===== config.mk =====
export PLATFORM = sky130hd
export DESIGN_NAME = cap_ctrl
export DESIGN_NICKNAME = d
export VERILOG_FILES = /design/src/rtl/cap_ctrl_pkg.sv /design/src/rtl/cap_ctrl.sv
export SDC_FILE = /design/constraint.sdc
export NUM_CORES = 1
export LEC_CHECK = 0
export ABC_AREA = 0
export ABC_CLOCK_PERIOD_IN_PS = 4600
export BUFFER_PORTS_ARGS = -buffer_cell sky130_fd_sc_hd__buf_2
export CAP_MARGIN = 40
export CORE_ASPECT_RATIO = 1.1
export CORE_UTILIZATION = 57
export CTS_CLUSTER_DIAMETER = 80
export CTS_CLUSTER_SIZE = 8
export DETAILED_ROUTE_END_ITERATION = 7
export GPL_ROUTABILITY_DRIVEN = 0
export PLACE_DENSITY = 0.89
export SYNTH_ARGS = -nofsm -noshare
export SYNTH_HDL_FRONTEND = slang
export SYNTH_SLANG_ARGS = --single-unit

===== constraint.sdc =====
create_clock -name clk -period 4.6 [get_ports clk]
set_input_delay 0.92 -clock clk [delete_from_list [all_inputs] [get_ports clk]]
set_output_delay 0.92 -clock clk [all_outputs]
set_load 0.01 [all_outputs]

===== src/rtl/cap_ctrl_pkg.sv =====
// -----------------------------------------------------------------------------
// cap_ctrl_pkg
// Shared definitions for the debug-path capture controller:
//   - cap_state_t    : capture FSM state encodings (CAP_IDLE..CAP_DONE)
//   - CAP_DATA_WIDTH : default sample width (matches the trigger matcher)
//   - CAP_ADDR_WIDTH : default capture RAM address width
// -----------------------------------------------------------------------------
package cap_ctrl_pkg;

  localparam int CAP_DATA_WIDTH = 32;
  localparam int CAP_ADDR_WIDTH = 10;

  typedef enum logic [2:0] {
    CAP_IDLE      = 3'd0,
    CAP_PREFILL   = 3'd1,
    CAP_WAIT_TRIG = 3'd2,
    CAP_POST      = 3'd3,
    CAP_DONE      = 3'd4
  } cap_state_t;

endpackage


===== src/rtl/cap_ctrl.sv =====
// -----------------------------------------------------------------------------
// cap_ctrl
// Capture controller downstream of the trigger matcher. Arms the matcher,
// streams pre-trigger and post-trigger samples into a circular capture RAM of
// depth 2^ADDR_WIDTH, and reports the trigger and readback start addresses.
//
// Ports:
//   clk            clock
//   rst_n          asynchronous reset, active-HIGH (reset while rst_n = 1)
//   cap_start      one-cycle pulse, starts a capture (ignored while busy)
//   cap_abort      one-cycle pulse, cancels; beats cap_start and trigger
//   pre_depth      samples retained before the trigger
//   post_depth     samples from the trigger onward (trigger included)
//   tri_succeed    trigger pulse from the matcher
//   tri_data       sample from the matcher
//   tri_data_vld   sample valid
//   trigger_enable arms the matcher (high only in WAIT_TRIG)
//   mem_wr_en      RAM write strobe, one cycle after the sample
//   mem_wr_addr    RAM write address
//   mem_wr_data    RAM write data
//   cap_busy       high in PREFILL, WAIT_TRIG and POST
//   cap_done       level, capture complete
//   trig_addr      RAM address holding the trigger sample
//   start_addr     oldest retained sample, start of readback
// -----------------------------------------------------------------------------
module cap_ctrl
  import cap_ctrl_pkg::*;
#(
  parameter int DATA_WIDTH = CAP_DATA_WIDTH,
  parameter int ADDR_WIDTH = CAP_ADDR_WIDTH
) (
  input  logic                  clk,
  input  logic                  rst_n,
  input  logic                  cap_start,
  input  logic                  cap_abort,
  input  logic [ADDR_WIDTH-1:0] pre_depth,
  input  logic [ADDR_WIDTH:0]   post_depth,
  input  logic                  tri_succeed,
  input  logic [DATA_WIDTH-1:0] tri_data,
  input  logic                  tri_data_vld,
  output logic                  trigger_enable,
  output logic                  mem_wr_en,
  output logic [ADDR_WIDTH-1:0] mem_wr_addr,
  output logic [DATA_WIDTH-1:0] mem_wr_data,
  output logic                  cap_busy,
  output logic                  cap_done,
  output logic [ADDR_WIDTH-1:0] trig_addr,
  output logic [ADDR_WIDTH-1:0] start_addr
);

  // Ring depth D as an (ADDR_WIDTH+1)-bit value.
  localparam logic [ADDR_WIDTH:0] DEPTH_W = {1'b1, {ADDR_WIDTH{1'b0}}};
  localparam logic [ADDR_WIDTH:0] ONE_W   = (ADDR_WIDTH+1)'(1);

  cap_state_t            state;
  logic [ADDR_WIDTH-1:0] wr_addr;
  logic [ADDR_WIDTH-1:0] pre_cnt;
  logic [ADDR_WIDTH:0]   post_cnt;
  logic                  trig_pend;
  logic [ADDR_WIDTH-1:0] pre_r;
  logic [ADDR_WIDTH:0]   post_eff_r;

  // Effective post length from the live config inputs: at least the trigger
  // sample itself, and clamped so pre + post never exceeds the ring, which
  // keeps post samples from overwriting the retained pre-trigger window.
  logic [ADDR_WIDTH:0]   post_min;
  logic [ADDR_WIDTH+1:0] depth_sum;
  logic [ADDR_WIDTH:0]   post_eff_d;

  // NOTE: every always_comb output gets a default first so no path can leave
  // it unassigned and infer a latch.
  always_comb begin
    post_min   = (post_depth == '0) ? ONE_W : post_depth;
    depth_sum  = {2'b00, pre_depth} + {1'b0, post_min};
    post_eff_d = post_min;
    if (depth_sum > {1'b0, DEPTH_W}) begin
      post_eff_d = DEPTH_W - {1'b0, pre_depth};
    end
  end

  logic busy_st;
  logic wr_fire;

  assign busy_st = (state == CAP_PREFILL) || (state == CAP_WAIT_TRIG) ||
                   (state == CAP_POST);
  // Abort suppresses the write of the sample presented in its own cycle.
  assign wr_fire = tri_data_vld && busy_st && !cap_abort;

  // NOTE: all sequential state uses non-blocking assignments so every register
  // samples pre-edge values regardless of statement order.
  always_ff @(posedge clk or posedge rst_n) begin
    if (rst_n) begin
      state          <= CAP_IDLE;
      wr_addr        <= '0;
      pre_cnt        <= '0;
      post_cnt       <= '0;
      trig_pend      <= 1'b0;
      pre_r          <= '0;
      post_eff_r     <= '0;
      trigger_enable <= 1'b0;
      mem_wr_en      <= 1'b0;
      mem_wr_addr    <= '0;
      mem_wr_data    <= '0;
      cap_busy       <= 1'b0;
      cap_done       <= 1'b0;
      trig_addr      <= '0;
      start_addr     <= '0;
    end else begin
      // Write stage: registered copy of the accepted sample and its address.
      mem_wr_en <= wr_fire;
      if (wr_fire) begin
        mem_wr_addr <= wr_addr;
        mem_wr_data <= tri_data;
      end

      if (cap_abort) begin
        state          <= CAP_IDLE;
        trigger_enable <= 1'b0;
        cap_busy       <= 1'b0;
        cap_done       <= 1'b0;
        trig_pend      <= 1'b0;
      end else begin
        case (state)
          CAP_IDLE, CAP_DONE: begin
            if (cap_start) begin
              pre_r      <= pre_depth;
              post_eff_r <= post_eff_d;
              wr_addr    <= '0;
              pre_cnt    <= '0;
              post_cnt   <= '0;
              trig_pend  <= 1'b0;
              cap_done   <= 1'b0;
              cap_busy   <= 1'b1;
              if (pre_depth == '0) begin
                state          <= CAP_WAIT_TRIG;
                trigger_enable <= 1'b1;
              end else begin
                state <= CAP_PREFILL;
              end
            end
          end

          CAP_PREFILL: begin
            // Triggers are not looked at here; the matcher is not armed yet.
            if (tri_data_vld) begin
              wr_addr <= wr_addr + ADDR_WIDTH'(1);
              pre_cnt <= pre_cnt + ADDR_WIDTH'(1);
              if (pre_cnt + ADDR_WIDTH'(1) == pre_r) begin
                state          <= CAP_WAIT_TRIG;
                trigger_enable <= 1'b1;
              end
            end
          end

          CAP_WAIT_TRIG: begin
            if (tri_data_vld) begin
              wr_addr <= wr_addr + ADDR_WIDTH'(1);
              if (tri_succeed || trig_pend) begin
                trig_pend      <= 1'b0;
                trig_addr      <= wr_addr;
                post_cnt       <= ONE_W;
                trigger_enable <= 1'b0;
                if (post_eff_r == ONE_W) begin
                  state      <= CAP_DONE;
                  cap_busy   <= 1'b0;
                  cap_done   <= 1'b1;
                  start_addr <= wr_addr - pre_r;
                end else begin
                  state <= CAP_POST;
                end
              end
            end else if (tri_succeed) begin
              // Trigger landed on an empty cycle: the next valid sample owns it.
              trig_pend <= 1'b1;
            end
          end

          CAP_POST: begin
            if (tri_data_vld) begin
              wr_addr  <= wr_addr + ADDR_WIDTH'(1);
              post_cnt <= post_cnt + ONE_W;
              if (post_cnt + ONE_W == post_eff_r) begin
                state      <= CAP_DONE;
                cap_busy   <= 1'b0;
                cap_done   <= 1'b1;
                start_addr <= trig_addr - pre_r;
              end
            end
          end

          default: begin
            state          <= CAP_IDLE;
            trigger_enable <= 1'b0;
            cap_busy       <= 1'b0;
          end
        endcase
      end
    end
  end

endmodule


==> results.py <==
metrics = {
    "die": {
        "die-area_mm2": 0.0129,
        "die_x_um": 108,
        "io_pins": 125,
        "fp-row-count": 42,
        "initial_core_util_pct": 58.6,
        "die_h_um": 119,
        "core-area_mm2": 0.0121,
    },
    "clock_network": {
        "cts.repair.resized": 0,
        "cts.hold.buffers_added": 0,
        "clockBufferDepth": 2,
        "post_cts_buffers": 0,
        "path_clk_slew_ns": 0.06,
        "clock-sinks": 122,
        "htreeDepth": 4,
        "clock-root-buffer": "clkbuf_16",
        "cts_made_buffers": 17,
        "cts_tree": "built",
        "insertion_delay_ns": 0.42,
    },
    "power": {
        "powerDensity_mw_per_mm2": 550,
        "irDropWorstVdd_mv": 0.368,
        "report.power.total_uw": 4610,
        "p_leak_uw": 0.00415,
    },
    "finish": {
        "final_common_cell": "nand2_1",
        "diodes": 0,
        "nNetsFinal": 998,
        "area_growth_pct": 18.3,
        "layout_common_cells": "197 x nand2_1, 124 x buf_2, 122 x dfrtp_1",
        "drive_gt1_share_pct": 22.1,
        "fin_area_mm2": 0.00838,
        "post-route-util_pct": 69.3,
    },
    "sta": {
        "final.period_utilization_pct": 86.6,
        "max_freq_mhz": 251,
        "relSlewSlack_pct": 46.8,
        "slew_viol_final": 0,
        "rsz0062_at_grt": "false",
        "hold_ws_ns": 0.467,
        "finalSetupTns_ns": 0,
        "period_needed_ns": 3.98,
        "finalHoldViolCount": 0,
        "final-setup-viol-count": 0,
        "worst_pin_slew_ns": 0.778,
        "skew_ns": 0.00875,
    },
    "logic_synthesis": {
        "ys_warn_count": 0,
        "synthCells": 804,
        "syn-cell-area_mm2": 0.00708,
        "synth_ff_type": "dfrtp_1",
        "synth_nets": 888,
        "synth-edff-count": 0,
        "ys_async_sr_fraction_pct": 100,
        "syn_area_per_cell_um2": 8.81,
        "synth-seq-cells": 122,
        "synth-seq-area-share_pct": 43.1,
        "synth_cell_type_count": 65,
    },
    "place": {
        "port_buffers": 124,
        "placement.cell_area_mm2": 0.00783,
        "dpl.hpwl_mm": 12.5,
    },
    "setup_path": {
        "crit_chain": "buf_2 -> nor4_1 -> a31o_2 -> ha_1 -> inv_1 -> fa_1 -> nor2b_1 -> o31a_1 -> or4b_2 -> nand3_1 -> a2111oi_0 -> a31oi_1 -> buf_4 -> o2111ai_1 -> o211ai_1",
        "critPathArrivalTime_ns": 4.27,
        "critPathLaunchType": "input port",
        "critPathTopFamily": "compound AO/OA/AOI/OAI gates",
        "cp_num_buf_inv": 3,
        "endpoint_kind": "flop",
        "critical_path_peak_fanout": 11,
        "worstReg2RegStart": "state[1]",
        "crit_required_ns": 4.88,
        "startpoint": "post_depth[1]",
        "crit_slowest_cell": "a2111oi_0",
        "critPathKind": "in -> reg",
        "slowest_delay_ns": 0.71,
    },
    "global_route": {
        "grtUsageTotal_pct": 29.5,
        "grt_pass1_wl_mm": 29.8,
        "grt_overflow": 0,
        "grt_max_degree": 60,
        "grt_pass1_vias": 6134,
        "antenna_found_initial": 0,
    },
    "drt": {
        "route.detailed.drc": 0,
        "finalWirelength_mm": 17.9,
        "routedWlPerCell_um": 16.5,
        "drtIter0Drc": 700,
        "antenna_left": 0,
        "firstDrtPassIters": 6,
        "routed_via_density": 5.87,
        "dr_total_vias": 6348,
    },
    "min_path": {
        "hold_path_startpoint": "mem_wr_addr[4]",
        "hold_class": "reg -> reg",
    },
    "status": {
        "status": "finished, final reports clean",
    },
    "flow_run": {
        "cap_violations": 0,
    },
}
-- worst reg2reg max path, cell delays in order, from the launching register on --
cell and delay [ns]:
dfrtp_1 0.59, nor2b_1 0.47, nand2_1 0.42, mux2i_1 0.30
ha_1 0.17, inv_1 0.06, fa_1 0.40, nand2_1 0.08
nand2_1 0.06, a21oi_1 0.24, o21bai_1 0.10, a21oi_1 0.22
o21ai_0 0.14, xor2_1 0.16, mux2_2 0.27
-- report_power, final --
group | internal (uW) | leakage (uW) | switching, uW
clock network | 757 | 0.000268 | 486
logic | 707 | 0.00230 | 945
registers | 1410 | 0.00158 | 302
total | 2880 | 0.00415 | 1730
-- metal layers --
layer | GRT usage [%] | part of all wire, % | vias to the layer above | routed length (um)
met5 | 0 | 0 | - | 0
met4 | 13.5 | 3.3 | 0 | 589
met3 | 4.87 | 5.7 | 59 | 1020
met2 | 47.2 | 48 | 248 | 8630
met1 | 39.2 | 43 | 3033 | 7630
li1 | - | - | 3008 | -
-- layout make-up --
cell class                      instances  area [um^2]
Clock buffer                           22          454
Clock inverter                         10         96.3
Fill cell                             923         3710
Inverter                               25         96.3
Multi-Input combinational cell        613         3760
Sequential cell                       122         3050
Tap cell                              154          193
Timing Repair Buffer                  135          727
-- cells by family after synthesis --
family | after synthesis | share of synthesized area [%]
AND/OR/NAND/NOR | 351 | 22.1
adder cells (fa/ha/maj) | 25 | 4.63
buffers and inverters | 69 | 3.85
XOR/XNOR | 54 | 6.68
flip-flops | 122 | 43.1
multiplexers | 33 | 5.16
AO/OA/AOI/OAI | 150 | 14.5
-- path summary, 6_finish.rpt --
check,depth (start not counted),slack (ns),endpoint
worst min register to register,2,0.47,mem_wr_addr[4]
max in group asynchronous,4,2.97,post_cnt[8]
min in group asynchronous,2,0.50,mem_wr_data[3]
worst max-delay path,15,0.62,post_eff_r[1]
worst min-delay path,2,0.47,mem_wr_addr[4]
worst max register to register,14,0.82,start_addr[8]
-- cells in the mapped netlist (all sizes together) (11+ instances only) --
cell    count  area, um^2
nor3       15        91.3
xor2       27         236
nand3      23         125
xnor2      27         236
dfrtp     122        3050
mux2       28         315
a21oi      18         105
o211ai     13        97.6
buf        14        66.3
clkbuf     30         113
inv        25        93.8
nor2       56         210
ha         23         288
o21ai      49         245
nand2     197         739
and3       11        68.8
-- stage by stage --
step                      setup WS [ns]  cells
after global routing              0.308   1081
after global placement            0.425   1045
after CTS                         0.735   1081
after floorplan                   0.437    804
after detailed placement          0.327   1049
final                             0.616   1081
-- state kept, by name, indices dropped and copies added (netlist names) --
name / flops
start_addr: 10
trig_addr: 10
post_eff_r: 11
pre_r: 10
mem_wr_en: 1
trig_pend: 1
wr_addr: 10
pre_cnt: 10
post_cnt: 11
cap_done: 1
cap_busy: 1
state: 3
mem_wr_data: 32
mem_wr_addr: 10
trigger_enable: 1
Note: power is estimated with default switching activity, not from simulation.
